<file path="src/rtl/csr_ctrl_pkg.sv">
// Shared definitions for the machine-mode CSR sequencer: operation codes,
// CSR addresses, FSM state encoding, data width and mcause constants.
// Optional feature macro used by the sequencer: YSYX_23060251_ILLEGAL_CSR_EN.
package csr_ctrl_pkg;

    localparam int XLEN = 32;

    localparam logic [XLEN-1:0] MCAUSE_ECALL   = 32'd11;
    localparam logic [XLEN-1:0] MCAUSE_ILLEGAL = 32'd2;

    localparam logic [11:0] CSR_MSTATUS = 12'h300;
    localparam logic [11:0] CSR_MTVEC   = 12'h305;
    localparam logic [11:0] CSR_MEPC    = 12'h341;
    localparam logic [11:0] CSR_MCAUSE  = 12'h342;

    typedef enum logic [2:0] {
        OP_NONE  = 3'd0,
        OP_CSRRW = 3'd1,
        OP_CSRRS = 3'd2,
        OP_CSRRC = 3'd3,
        OP_ECALL = 3'd4,
        OP_MRET  = 3'd5
    } op_e;

    typedef enum logic [1:0] {
        S_IDLE  = 2'd0,
        S_READ  = 2'd1,
        S_WRITE = 2'd2,
        S_RESP  = 2'd3
    } state_e;

    // True for the three read-modify-write CSR instructions.
    function automatic logic is_csr_op(input op_e op);
        return (op == OP_CSRRW) || (op == OP_CSRRS) || (op == OP_CSRRC);
    endfunction

    // True for the op codes the sequencer actually runs; 0, 6 and 7 are no-ops.
    function automatic logic is_active_op(input op_e op);
        return is_csr_op(op) || (op == OP_ECALL) || (op == OP_MRET);
    endfunction

    // CSRs implemented by the attached CSR file.
    function automatic logic csr_known(input logic [11:0] addr);
        return (addr == CSR_MSTATUS) || (addr == CSR_MTVEC) ||
               (addr == CSR_MEPC)    || (addr == CSR_MCAUSE);
    endfunction

endpackage

</file>
<file path="src/rtl/csr_alu.sv">
// Combinational write-data generator for CSRRW / CSRRS / CSRRC.
module csr_alu
    import csr_ctrl_pkg::*;
(
    input  op_e             op,
    input  logic [XLEN-1:0] old,
    input  logic [XLEN-1:0] rs1,
    output logic [XLEN-1:0] wdata
);

    // Select new CSR value from the old value and the source operand.
    always_comb begin
        wdata = old;
        case (op)
            OP_CSRRW: wdata = rs1;
            OP_CSRRS: wdata = old | rs1;
            OP_CSRRC: wdata = old & ~rs1;
            default:  wdata = old;
        endcase
    end

endmodule

</file>
<file path="src/rtl/csr_ctrl.sv">
// Sequencer between execute and the machine-mode CSR file.
// Each accepted instruction runs IDLE -> READ -> WRITE -> RESP -> IDLE.
// Optional macro YSYX_23060251_ILLEGAL_CSR_EN turns CSR ops on unimplemented
// addresses into an illegal-instruction trap; without it they complete with
// no write and rd = 0.
//
// state   | meaning
// --------+---------------------------------------------------------------
// S_IDLE  | ready_o high, waiting for a request
// S_READ  | csr_addr_o drives the CSR to read; old value captured at exit
// S_WRITE | exactly one of wen/ecall/mret is high (or none for rs1 = x0)
// S_RESP  | valid_o high with rd / redirect, held until ready_i
module csr_ctrl
    import csr_ctrl_pkg::*;
(
    input  logic             clk_i,
    input  logic             rst_i,
    input  logic             valid_i,
    output logic             ready_o,
    input  logic [2:0]       op_i,
    input  logic [11:0]      csr_addr_i,
    input  logic [XLEN-1:0]  rs1_val_i,
    input  logic             rs1_zero_i,
    input  logic [XLEN-1:0]  pc_i,
    input  logic [XLEN-1:0]  csr_rdata_i,
    output logic [11:0]      csr_addr_o,
    output logic [XLEN-1:0]  csr_wdata_o,
    output logic             csr_wen_o,
    output logic             csr_ecall_o,
    output logic             csr_mret_o,
    output logic [XLEN-1:0]  csr_mepc_o,
    output logic [XLEN-1:0]  csr_mcause_o,
    output logic             valid_o,
    input  logic             ready_i,
    output logic             rd_wen_o,
    output logic [XLEN-1:0]  rd_data_o,
    output logic             redirect_o,
    output logic [XLEN-1:0]  redirect_pc_o
);

    state_e          state;
    op_e             op_q;
    logic [XLEN-1:0] rs1_q;
    logic [XLEN-1:0] pc_q;
    logic [XLEN-1:0] old_q;
    logic            rs1_zero_q;
    logic            known_q;
    logic            illegal_q;
    logic            wen_q;
    logic            ecall_q;
    logic            mret_q;

    op_e             req_op;
    logic            req_go;
    logic            req_illegal;
    logic [11:0]     req_read_addr;
    logic [XLEN-1:0] alu_wdata;

    // The ALU works on the live read data so the write value is ready
    // the cycle after READ without an extra pipeline stage.
    csr_alu u_alu (
        .op    (op_q),
        .old   (csr_rdata_i),
        .rs1   (rs1_q),
        .wdata (alu_wdata)
    );

    // Decode the incoming request: whether to start, whether it traps,
    // and which CSR the READ cycle must present.
    always_comb begin
        req_op        = op_e'(op_i);
        req_go        = valid_i && is_active_op(req_op);
        req_illegal   = 1'b0;
`ifdef YSYX_23060251_ILLEGAL_CSR_EN
        req_illegal   = is_csr_op(req_op) && !csr_known(csr_addr_i);
`endif
        req_read_addr = csr_addr_i;
        if (req_illegal || (req_op == OP_ECALL)) begin
            req_read_addr = CSR_MTVEC;
        end else if (req_op == OP_MRET) begin
            req_read_addr = CSR_MEPC;
        end
    end

    // Strobes drop immediately under reset so an aborted WRITE issues nothing.
    assign csr_wen_o   = wen_q   & ~rst_i;
    assign csr_ecall_o = ecall_q & ~rst_i;
    assign csr_mret_o  = mret_q  & ~rst_i;

    // Sequencer FSM with registered outputs.
    always_ff @(posedge clk_i) begin
        if (rst_i) begin
            state         <= S_IDLE;
            op_q          <= OP_NONE;
            rs1_q         <= '0;
            pc_q          <= '0;
            old_q         <= '0;
            rs1_zero_q    <= 1'b0;
            known_q       <= 1'b0;
            illegal_q     <= 1'b0;
            wen_q         <= 1'b0;
            ecall_q       <= 1'b0;
            mret_q        <= 1'b0;
            ready_o       <= 1'b1;
            csr_addr_o    <= '0;
            csr_wdata_o   <= '0;
            csr_mepc_o    <= '0;
            csr_mcause_o  <= '0;
            valid_o       <= 1'b0;
            rd_wen_o      <= 1'b0;
            rd_data_o     <= '0;
            redirect_o    <= 1'b0;
            redirect_pc_o <= '0;
        end else begin
            case (state)
                S_IDLE: begin
                    if (req_go) begin
                        op_q       <= req_op;
                        rs1_q      <= rs1_val_i;
                        pc_q       <= pc_i;
                        rs1_zero_q <= rs1_zero_i;
                        known_q    <= csr_known(csr_addr_i);
                        illegal_q  <= req_illegal;
                        csr_addr_o <= req_read_addr;
                        ready_o    <= 1'b0;
                        state      <= S_READ;
                    end
                end
                S_READ: begin
                    old_q <= csr_rdata_i;
                    if (illegal_q) begin
                        ecall_q      <= 1'b1;
                        csr_mepc_o   <= pc_q;
                        csr_mcause_o <= MCAUSE_ILLEGAL;
                    end else begin
                        case (op_q)
                            OP_CSRRW: begin
                                wen_q       <= known_q;
                                csr_wdata_o <= alu_wdata;
                            end
                            OP_CSRRS, OP_CSRRC: begin
                                wen_q       <= known_q && !rs1_zero_q;
                                csr_wdata_o <= alu_wdata;
                            end
                            OP_ECALL: begin
                                ecall_q      <= 1'b1;
                                csr_mepc_o   <= pc_q;
                                csr_mcause_o <= MCAUSE_ECALL;
                            end
                            OP_MRET: mret_q <= 1'b1;
                            default: ;
                        endcase
                    end
                    state <= S_WRITE;
                end
                S_WRITE: begin
                    wen_q   <= 1'b0;
                    ecall_q <= 1'b0;
                    mret_q  <= 1'b0;
                    valid_o <= 1'b1;
                    if (illegal_q || !is_csr_op(op_q)) begin
                        rd_wen_o      <= 1'b0;
                        redirect_o    <= 1'b1;
                        redirect_pc_o <= old_q;
                    end else begin
                        rd_wen_o   <= 1'b1;
                        rd_data_o  <= old_q;
                        redirect_o <= 1'b0;
                    end
                    state <= S_RESP;
                end
                S_RESP: begin
                    if (ready_i) begin
                        valid_o    <= 1'b0;
                        rd_wen_o   <= 1'b0;
                        redirect_o <= 1'b0;
                        ready_o    <= 1'b1;
                        state      <= S_IDLE;
                    end
                end
                default: state <= S_IDLE;
            endcase
        end
    end

endmodule

</file>
<file path="config.mk">
export PLATFORM = sky130hd
export DESIGN_NAME = csr_ctrl
export DESIGN_NICKNAME = d
export VERILOG_FILES = /design/src/rtl/csr_ctrl_pkg.sv /design/src/rtl/csr_alu.sv /design/src/rtl/csr_ctrl.sv
export SDC_FILE = /design/constraint.sdc
export NUM_CORES = 1
export LEC_CHECK = 0
export ABC_AREA = 1
export ABC_CLOCK_PERIOD_IN_PS = 2220
export BUFFER_PORTS_ARGS = -buffer_cell sky130_fd_sc_hd__buf_2
export CORE_MARGIN = 10
export CORE_UTILIZATION = 56
export DETAILED_ROUTE_END_ITERATION = 12
export PLACE_DENSITY = 0.85
export RECOVER_POWER = 100
export SYNTH_ARGS = -nofsm -noshare
export SYNTH_HDL_FRONTEND = slang
export SYNTH_HIERARCHICAL = 1
export SYNTH_SLANG_ARGS = --single-unit
</file>
<file path="constraint.sdc">
create_clock -name clk_i -period 2.22 [get_ports clk_i]
set_clock_uncertainty 0.05 [all_clocks]
set_input_delay 0.222 -clock clk_i [delete_from_list [all_inputs] [get_ports clk_i]]
set_output_delay 0.222 -clock clk_i [all_outputs]
set_load 0.01 [all_outputs]
</file>
==> impl_metrics.ini, run 1 <==
[setup_path]
cp_cell_sequence = inv_1, ha_1, nand3_4, clkbuf_4, nand2_1, a21oi_1
critPathLaunchType = flop
slowest_stage = clkbuf_4
critical_path.max_fanout = 60
path_delay_family = buffers and inverters
criticalPathCategory = reg -> reg
path_buf_inv = 2
end_kind = flop
slowest_delay_ns = 0.58
worstPathRequired_ns = 2.58
cp.arrival_ns = 2.36

[drt]
drc = 0
drt-vias-per-instance = 5.41
wl_per_cell_um = 17.3
ant_nets = 0
dr.pass1.iters = 8
vias = 10800
wl_mm = 34.7
drt_iter0_markers = 939

[synthesis]
synthCells = 1423
synth_area_leaders = dfxtp_1 49%, nand2_1 13%, nor2_1 10%
synth.distinct_cells = 29
avgSynthCellArea_sq_um = 7.17
synth_top_area_frac = 0.492
yosysWarnings = 6
ys_seq_area_frac = 0.492
synth_area_leader_cell = dfxtp_1
ys_seq_elements = 251
synth_area_sq_mm = 0.0102

[clocking]
h-tree-depth = 1
cts_tree = yes
cts_sinks = 251
cts.clk_slew.worst_paths_ns = 0.06
clock_latency_ns = 0.52
cts_buffers = 25
root_buffer = clkbuf_16
cts_resized = 0
cts_buffer_depth = 3

[finish]
final_cell_count_no_fill = 1999
nets = 1869
final_util = 0.732
drive_gt1_frac = 0.112
area_growth_pct = 28.8

[sta]
setup_violations = 0
worst_hold_slack_ns = 0.0148
worst_pin_slew_ns = 0.693
report.final.slew_viol_count = 0
finalCritPeriodShare = 0.904
slew_headroom = 0.538
setup-tns-final_ns = 0
rsz0062_at_grt = no
timing.fmax_mhz = 498
hold_viol = 0
finalCriticalPeriod_ns = 2.01

[pwr]
switching_share = 0.341
power_frac_comb = 0.260
p_sw_w = 0.00466
seqPwrFrac = 0.420
power_w = 0.0137
powerDensity_mw_per_mm2 = 1040
leakagePower_nw = 5.56
p_int_w = 0.00900
clock_power_share = 0.320
peakVddDrop_mv = 0.905

[floorplan]
die_x_um = 155
io_pins = 295
placementRows = 49
core_sq_mm = 0.0180
dieHeight_um = 155
start_util = 0.568
dieArea_sq_mm = 0.0240

[flow_run]
drv_cap = 0

[placed_design]
place.gp.congestion = 0.853
portBuffers = 265
dp.cells = 1844
place_hpwl_mm = 21.1

[global_routing]
grt_max_degree = 71
busiest_layer = met2
grt_pass1_vias = 10800
grt_overflow = 0
track_usage = 0.272
use_met3 = 0.0604
met2_usage = 0.470
grt.met1_usage = 0.303
antenna_found_initial = 3
grt_pass1_wl_mm = 55.0

[status]
status = completed

[min_path]
hold_class = in -> reg
-- synthesized netlist by cell type (all sizes together) --
library cell,n
nand3,74
nor2,285
o211ai,1
a21oi,113
conb,1
o22ai,1
nor3,3
clkbuf,49
o21ai,139
inv,68
buf,75
or2,2
nand4,1
clkinv,1
o311a,1
nand2,353
ha,5
dfxtp,251
-- cell families (layout without fill, tap and decap cells) --
logic type,Yosys count,count (layout),synth area share
AOI/OAI and AO/OA,255,255,0.126
adders and majority gates,5,5,0.00613
buffers and inverters,193,509,0.0951
DFF,251,251,0.492
other,1,32,0.000367
and+or+nand+nor,718,718,0.280
-- state kept, by name (all words and copies together) (netlist names) --
| register | count |
|---|---|
| csr_mepc_o | 32 |
| csr_wdata_o | 32 |
| old_q | 32 |
| pc_q | 32 |
| rd_data_o | 32 |
| redirect_pc_o | 32 |
| rs1_q | 32 |
| csr_addr_o | 12 |
| op_q | 3 |
| state | 2 |
| csr_mcause_o | 1 |
| ecall_q | 1 |
| known_q | 1 |
| mret_q | 1 |
| rd_wen_o | 1 |
| ready_o | 1 |
| redirect_o | 1 |
| rs1_zero_q | 1 |
| valid_o | 1 |
| wen_q | 1 |
-- through the flow --
stage	setup slack (ns)	instance area, sq um
final	0.213	13100
after CTS	0.385	13300
after detailed placement	0.398	11400
after floorplan	0.722	10300
after global placement	0.454	11400
after global routing	0.0907	13100
-- power by group through the flow --
stage / Clock, W / Sequential (W) / Combinational [W]
2_1_floorplan: 0 / 0.00586 / 0.00220
3_3_place_gp: 0 / 0.00575 / 0.00330
3_5_place_dp: 0 / 0.00577 / 0.00340
4_1_cts: 0.00439 / 0.00569 / 0.00357
5_1_grt: 0.00459 / 0.00581 / 0.00395
6_report: 0.00437 / 0.00573 / 0.00356
-- layout by cell type, fill, tap and decap left out, types with 3 or more instances in the layout --
cell           instances
nor3_1                 3
o21ai_1                3
clkbuf_1             155
clkbuf_8               6
ha_1                   4
buf_2                114
buf_4                 19
nand3_1               71
inv_2                  5
clkbuf_16             25
inv_1                 63
nor2_1               282
o21ai_0              136
dlygate4sd3_1        106
bufinv_16              3
nand2_1              349
a21oi_1              113
conb_1                29
diode_2                3
dfxtp_1              251
clkinv_2               7
-- final timing paths --
kind	startpoint	end	slack (ns)	cells past startpoint
max	state[0]$_SDFFE_PP0P_	pc_q[1]$_SDFFE_PP0P_	0.21	6
max reg2reg	state[0]$_SDFFE_PP0P_	pc_q[1]$_SDFFE_PP0P_	0.21	6
min	rst_i	csr_mcause_o[1]$_SDFFE_PP0P_	0.01	2
min reg2reg	wen_q$_SDFFE_PP0P_	wen_q$_SDFFE_PP0P_	0.41	2
-- timing repair --
item                      in CTS  in global routing
hold endpoints to repair     106                  0
hold buffers                 106                  0
buffers inserted               0                  0
-- metal layers --
layer,vias up,wire length [um]
li1,5086,-
met1,4956,12500
met2,626,17100
met3,140,3080
met4,0,1950
met5,-,0
-- area by class of cell --
type	instances	area [sq um]
fillers	1358	4820
clock buffers	36	727
diodes	3	7.51
flip-flops and latches	251	5020
clock inverters	10	129
multi-input cells	1007	4310
repair buffers	394	2400
inverters	69	260
well taps	229	287
Power figures use the tool's default switching activity.
==> run 2: changes to the inputs <==
==> constraint.sdc (replaced) <==
create_clock -name clk_i -period 2.22 [get_ports clk_i]
set_clock_uncertainty 0.05 [all_clocks]
set_input_delay 0.222 -clock clk_i [delete_from_list [all_inputs] [get_ports clk_i]]
set_output_delay 0.222 -clock clk_i [all_outputs]
set_load 0.005 [all_outputs]
==> run 2 against run 1 <==
Setup slack worse by 0.029 ns. Cell area down 0.37%. Combinational power down 4%. Via count up 0.55%. Flip-flop and latch count unchanged. Hold slack worse by 0.0022 ns. Routed wire length up 1.5%. Utilization down 0.27 points. Critical path depth up 1. Non-clock buffer count down 1. Register-to-register slack worse by 0.03 ns. Largest power group unchanged.
==> impl_metrics.ini, run 2 (same netlist as run 1, synthesis figures left out) <==
[setup_path]
worst_r2r_endpoint = rd_data_o[12]$_SDFFE_PP0P_
critical_path.max_fanout = 32
reg2reg_depth = 7
worstPathRequired_ns = 2.63
cp.arrival_ns = 2.44
critPathLaunchType = flop
end_kind = flop
criticalPathCategory = reg -> reg
reg2reg_slack_ns = 0.18
r2r-start = state[0]$_SDFFE_PP0P_

[sta]
worst_pin_slew_ns = 0.818
timing.fmax_mhz = 491
hold_viol = 0
setup-tns-final_ns = 0
setup_slack_ns = 0.184
finalCritPeriodShare = 0.917
finalCriticalPeriod_ns = 2.04
rsz0062_at_grt = no
setup_violations = 0
report.final.slew_viol_count = 0
slew_headroom = 0.455

[drt]
drt-vias-per-instance = 5.44
vias = 10900
wl_per_cell_um = 17.6
dr_wl_met3_mm = 2.96
drt_iter0_markers = 891
drt-met1-wl_mm = 12.5
wl_mm = 35.2
routed.top_layer = met4
wl_met2_mm = 17.4
drc = 0
dr.pass1.iters = 5
ant_nets = 0

[floorplan]
io_pins = 295
core_sq_mm = 0.0180
dieArea_sq_mm = 0.0240
dieHeight_um = 155
die_x_um = 155
placementRows = 49
start_util = 0.568

[status]
status = completed

[pwr]
switching_share = 0.339
clock_power_share = 0.316
power_frac_comb = 0.255
p_sw_w = 0.00454
leakagePower_nw = 5.55
powerDensity_mw_per_mm2 = 1020
peakVddDrop_mv = 0.854
p_int_w = 0.00884
seqPwrFrac = 0.429

[finish]
final_cell_area_sq_mm = 0.0131
area_growth_pct = 28.3
final_common_cell = nand2_1
nets = 1868
fillCellCount = 1394
drive_gt1_frac = 0.112
final_cell_mix = 349 x nand2_1, 283 x nor2_1, 251 x dfxtp_1

[clocking]
cts_buffer_depth = 3
clock_latency_ns = 0.53
cts_sinks = 251
root_buffer = clkbuf_16
cts_tree = yes
post_cts_buffers = 0
h-tree-depth = 1
cts.clk_slew.worst_paths_ns = 0.07
cts_buffers = 25

[min_path]
hold_class = in -> reg
hp-start = rst_i
holdPathStages = 2
hold_path_end = rs1_q[15]$_SDFFE_PP0P_

[global_routing]
grt_pass1_vias = 10800
track_usage = 0.278
grt_pass1_wl_mm = 55.9
grt_max_degree = 85
grt_overflow = 0
antenna_found_initial = 2

[placed_design]
place_hpwl_mm = 20.8
placed_cell_area_sq_mm = 0.0114
place.gp.congestion = 0.858
portBuffers = 265
pre_cts_ws_ns = 0.379

[flow_run]
drv_cap = 0
run 2: cell count changes in the layout (fill, tap and decap cells not counted), sizes merged:
cell / previous run / this run
dlygate4sd3: 106 / 107
clkbuf: 189 / 184
diode: 3 / 2
bufinv: 3 / 2
clkinvlp: 0 / 1
clkinv: 7 / 2
buf: 135 / 142
run 2: power groups by stage:
stage	Clock, W	Sequential, W	Combinational, W
after global routing	0.00442	0.00582	0.00379
after floorplan	0	0.00572	0.00219
after detailed placement	0	0.00577	0.00325
after CTS	0.00424	0.00569	0.00344
final	0.00422	0.00574	0.00341
after global placement	0	0.00575	0.00315
run 2: final cells by class:
type / count / area (sq um) / area share
Timing Repair Buffer: 393 / 2410 / 0.184
Tap cell: 229 / 287 / 0.0219
Clock inverter: 5 / 81.3 / 0.00621
Multi-Input combinational cell: 1007 / 4310 / 0.329
Clock buffer: 40 / 722 / 0.0551
Inverter: 69 / 260 / 0.0199
Sequential cell: 251 / 5020 / 0.384
Antenna cell: 2 / 5.00 / 0.000382
run 2: worst max path at each step:
stage	startpoint	end	slack, ns
2_1_floorplan	state[0]$_SDFFE_PP0P_	rd_data_o[24]$_SDFFE_PP0P_	0.72
3_3_place_gp	op_q[1]$_SDFFE_PP0P_	csr_wdata_o[17]$_SDFFE_PP0P_	0.47
3_5_place_dp	state[0]$_SDFFE_PP0P_	rd_data_o[3]$_SDFFE_PP0P_	0.38
4_1_cts	state[0]$_SDFFE_PP0P_	rd_data_o[3]$_SDFFE_PP0P_	0.37
5_1_grt	state[1]$_SDFFE_PP0P_	csr_wdata_o[17]$_SDFFE_PP0P_	0.1
6_report	state[0]$_SDFFE_PP0P_	rd_data_o[12]$_SDFFE_PP0P_	0.18
run 2: layer usage:
layer | global-route usage | vias to the layer above
li1 | - | 5085
met1 | 0.304 | 4997
met3 | 0.0596 | 176
met5 | 0 | -
met4 | 0.172 | 0
met2 | 0.481 | 609
run 2: repair_timing:
| action | 4_1_cts | 5_1_grt |
|---|---|---|
| endpoints found under the hold margin | 107 | 0 |
| hold buffers | 107 | 0 |
| resized for setup | 0 | 0 |
run 2: metrics by stage:
| stage | cells | utilization | power (W) | hold WS [ns] |
|---|---|---|---|---|
| after global placement | 1842 | 0.636 | 0.00890 | 0.396 |
| final | 1996 | 0.729 | 0.0134 | 0.0126 |
| after detailed placement | 1842 | 0.636 | 0.00903 | 0.400 |
| after CTS | 1994 | 0.740 | 0.0134 | 0.00275 |
| after floorplan | 1451 | - | 0.00791 | 0.299 |
| after global routing | 1996 | 0.729 | 0.0140 | 0.0268 |
run 2: critical path: stages, from the launching register on:
cell	delay, ns
dfxtp_1	0.34
inv_1	0.11
ha_1	0.24
inv_1	0.13
nor2_1	0.33
clkbuf_4	0.46
o21ai_0	0.17
nor2_1	0.15
==> run 3: changes to the inputs <==
--- a/config.mk
+++ b/config.mk
@@ -11,6 +11,7 @@
 export CORE_MARGIN = 10
 export CORE_UTILIZATION = 56
 export DETAILED_ROUTE_END_ITERATION = 12
+export MAX_ROUTING_LAYER = met4
 export PLACE_DENSITY = 0.85
 export RECOVER_POWER = 100
 export SYNTH_ARGS = -nofsm -noshare
==> run 3 against run 2 <==
Total power barely moved. Die area stayed put. Largest cell class unchanged. Critical path type unchanged. Cell area is the same. Clock-buffer cell count is the same. Setup slack gained 0.011 ns. Utilization unchanged. Clock power hardly changed. Routed wire length hardly changed. Largest power group unchanged.
==> impl_metrics.ini, run 3 (same netlist as run 1, synthesis figures left out) <==
[status]
status = completed

[global_routing]
grt_overflow = 0
grt_pass1_wl_mm = 55.9
grt_pass1_vias = 10800
track_usage = 0.285
grt_max_degree = 85
antenna_found_initial = 2

[finish]
drive_gt1_frac = 0.112
final_cell_mix = 349 x nand2_1, 283 x nor2_1, 251 x dfxtp_1
fillCellCount = 1394
final_cell_count_no_fill = 1996
nets = 1868
final_common_cell = nand2_1
final_cell_area_sq_mm = 0.0131
area_growth_pct = 28.3

[drt]
wl_mm = 35.2
dr.pass1.iters = 6
drt-vias-per-instance = 5.45
drc = 0
wl_per_cell_um = 17.6
vias = 10900
ant_nets = 0
drt_iter0_markers = 972

[setup_path]
worst_r2r_endpoint = rd_data_o[12]$_SDFFE_PP0P_
path_delay_family = buffers and inverters
end_kind = flop
path_buf_inv = 3
criticalPathCategory = reg -> reg
r2r-start = state[0]$_SDFFE_PP0P_
critical_path.max_fanout = 32
cp_cell_sequence = inv_1, ha_1, inv_1, nor2_1, clkbuf_4, o21ai_0, nor2_1
cp.arrival_ns = 2.43
slowest_delay_ns = 0.45
slowest_stage = clkbuf_4
critPathLaunchType = flop
reg2reg_slack_ns = 0.20
worstPathRequired_ns = 2.63
reg2reg_depth = 7

[sta]
timing.fmax_mhz = 494
setup_slack_ns = 0.195
report.final.slew_viol_count = 0
rsz0062_at_grt = no
worst_pin_slew_ns = 0.819
worst_hold_slack_ns = 0.0167
finalCriticalPeriod_ns = 2.02
setup-tns-final_ns = 0
setup_violations = 0
slew_headroom = 0.454
hold_viol = 0
finalCritPeriodShare = 0.912

[clocking]
cts_tree = yes
cts.clk_slew.worst_paths_ns = 0.06
cts_sinks = 251
cts_resized = 0
cts_buffers = 25
root_buffer = clkbuf_16
cts_buffer_depth = 3
h-tree-depth = 1
clock_latency_ns = 0.53
post_cts_buffers = 0

[placed_design]
place.gp.congestion = 0.872
dp.cells = 1842
placed_cell_area_sq_mm = 0.0114
place_hpwl_mm = 20.8
portBuffers = 265
pre_cts_ws_ns = 0.379

[floorplan]
die_x_um = 155
start_util = 0.568
placementRows = 49
io_pins = 295
core_sq_mm = 0.0180
dieHeight_um = 155
dieArea_sq_mm = 0.0240

[min_path]
holdPathStages = 2
hold_path_end = rs1_q[14]$_SDFFE_PP0P_
hold_class = in -> reg
hp-start = rst_i

[flow_run]
drv_cap = 0

[pwr]
leakagePower_nw = 5.55
powerDensity_mw_per_mm2 = 1020
peakVddDrop_mv = 0.852
## run 3: worst max path at each step
| stage | startpoint | endpoint | cells past startpoint |
|---|---|---|---|
| detailed placement | state[0]$_SDFFE_PP0P_ | rd_data_o[3]$_SDFFE_PP0P_ | 7 |
| CTS | state[0]$_SDFFE_PP0P_ | rd_data_o[3]$_SDFFE_PP0P_ | 7 |
| global placement | op_q[1]$_SDFFE_PP0P_ | csr_wdata_o[17]$_SDFFE_PP0P_ | 7 |
| floorplan | state[0]$_SDFFE_PP0P_ | rd_data_o[24]$_SDFFE_PP0P_ | 8 |
| finish | state[0]$_SDFFE_PP0P_ | rd_data_o[12]$_SDFFE_PP0P_ | 7 |
| global route | state[0]$_SDFFE_PP0P_ | rd_data_o[12]$_SDFFE_PP0P_ | 7 |
## run 3: power by group
| part | internal, W | switching, W |
|---|---|---|
| Clock | 0.00246 | 0.00177 |
| Combinational | 0.00113 | 0.00228 |
| Sequential | 0.00525 | 0.000491 |
## run 3: layout make-up
type / count / area [sq um] / share of cell area
Sequential cell: 251 / 5020 / 0.384
Multi-Input combinational cell: 1007 / 4310 / 0.329
Timing Repair Buffer: 393 / 2410 / 0.184
Clock buffer: 40 / 722 / 0.0551
Tap cell: 229 / 287 / 0.0219
Inverter: 69 / 260 / 0.0199
Clock inverter: 5 / 81.3 / 0.00621
Antenna cell: 2 / 5.00 / 0.000382
## run 3: metrics by stage
stage                     power [W]  utilization
after detailed placement    0.00903        0.636
after global placement      0.00890        0.636
after global routing         0.0140        0.729
after floorplan             0.00791            -
after CTS                    0.0134        0.740
final                        0.0134        0.729
## run 3: timing repair
item / CTS / global route
hold buffers: 107 / 0
hold endpoints to repair: 107 / 0
setup endpoints to repair: 0 / 0
## run 3: worst reg2reg max path: cells and delay by family, from the launching register on
family | cells | cell delay (ns)
compound gates | 1 | 0.18
fa+ha+maj | 1 | 0.24
buf+inv | 3 | 0.70
flops | 1 | 0.34
simple gates | 2 | 0.47
## run 3: layer usage
layer / GRT usage / part of all wire
met1: 0.310 / 0.35
met2: 0.478 / 0.49
met3: 0.0513 / 0.086
met4: 0.175 / 0.065
met5: - / 0
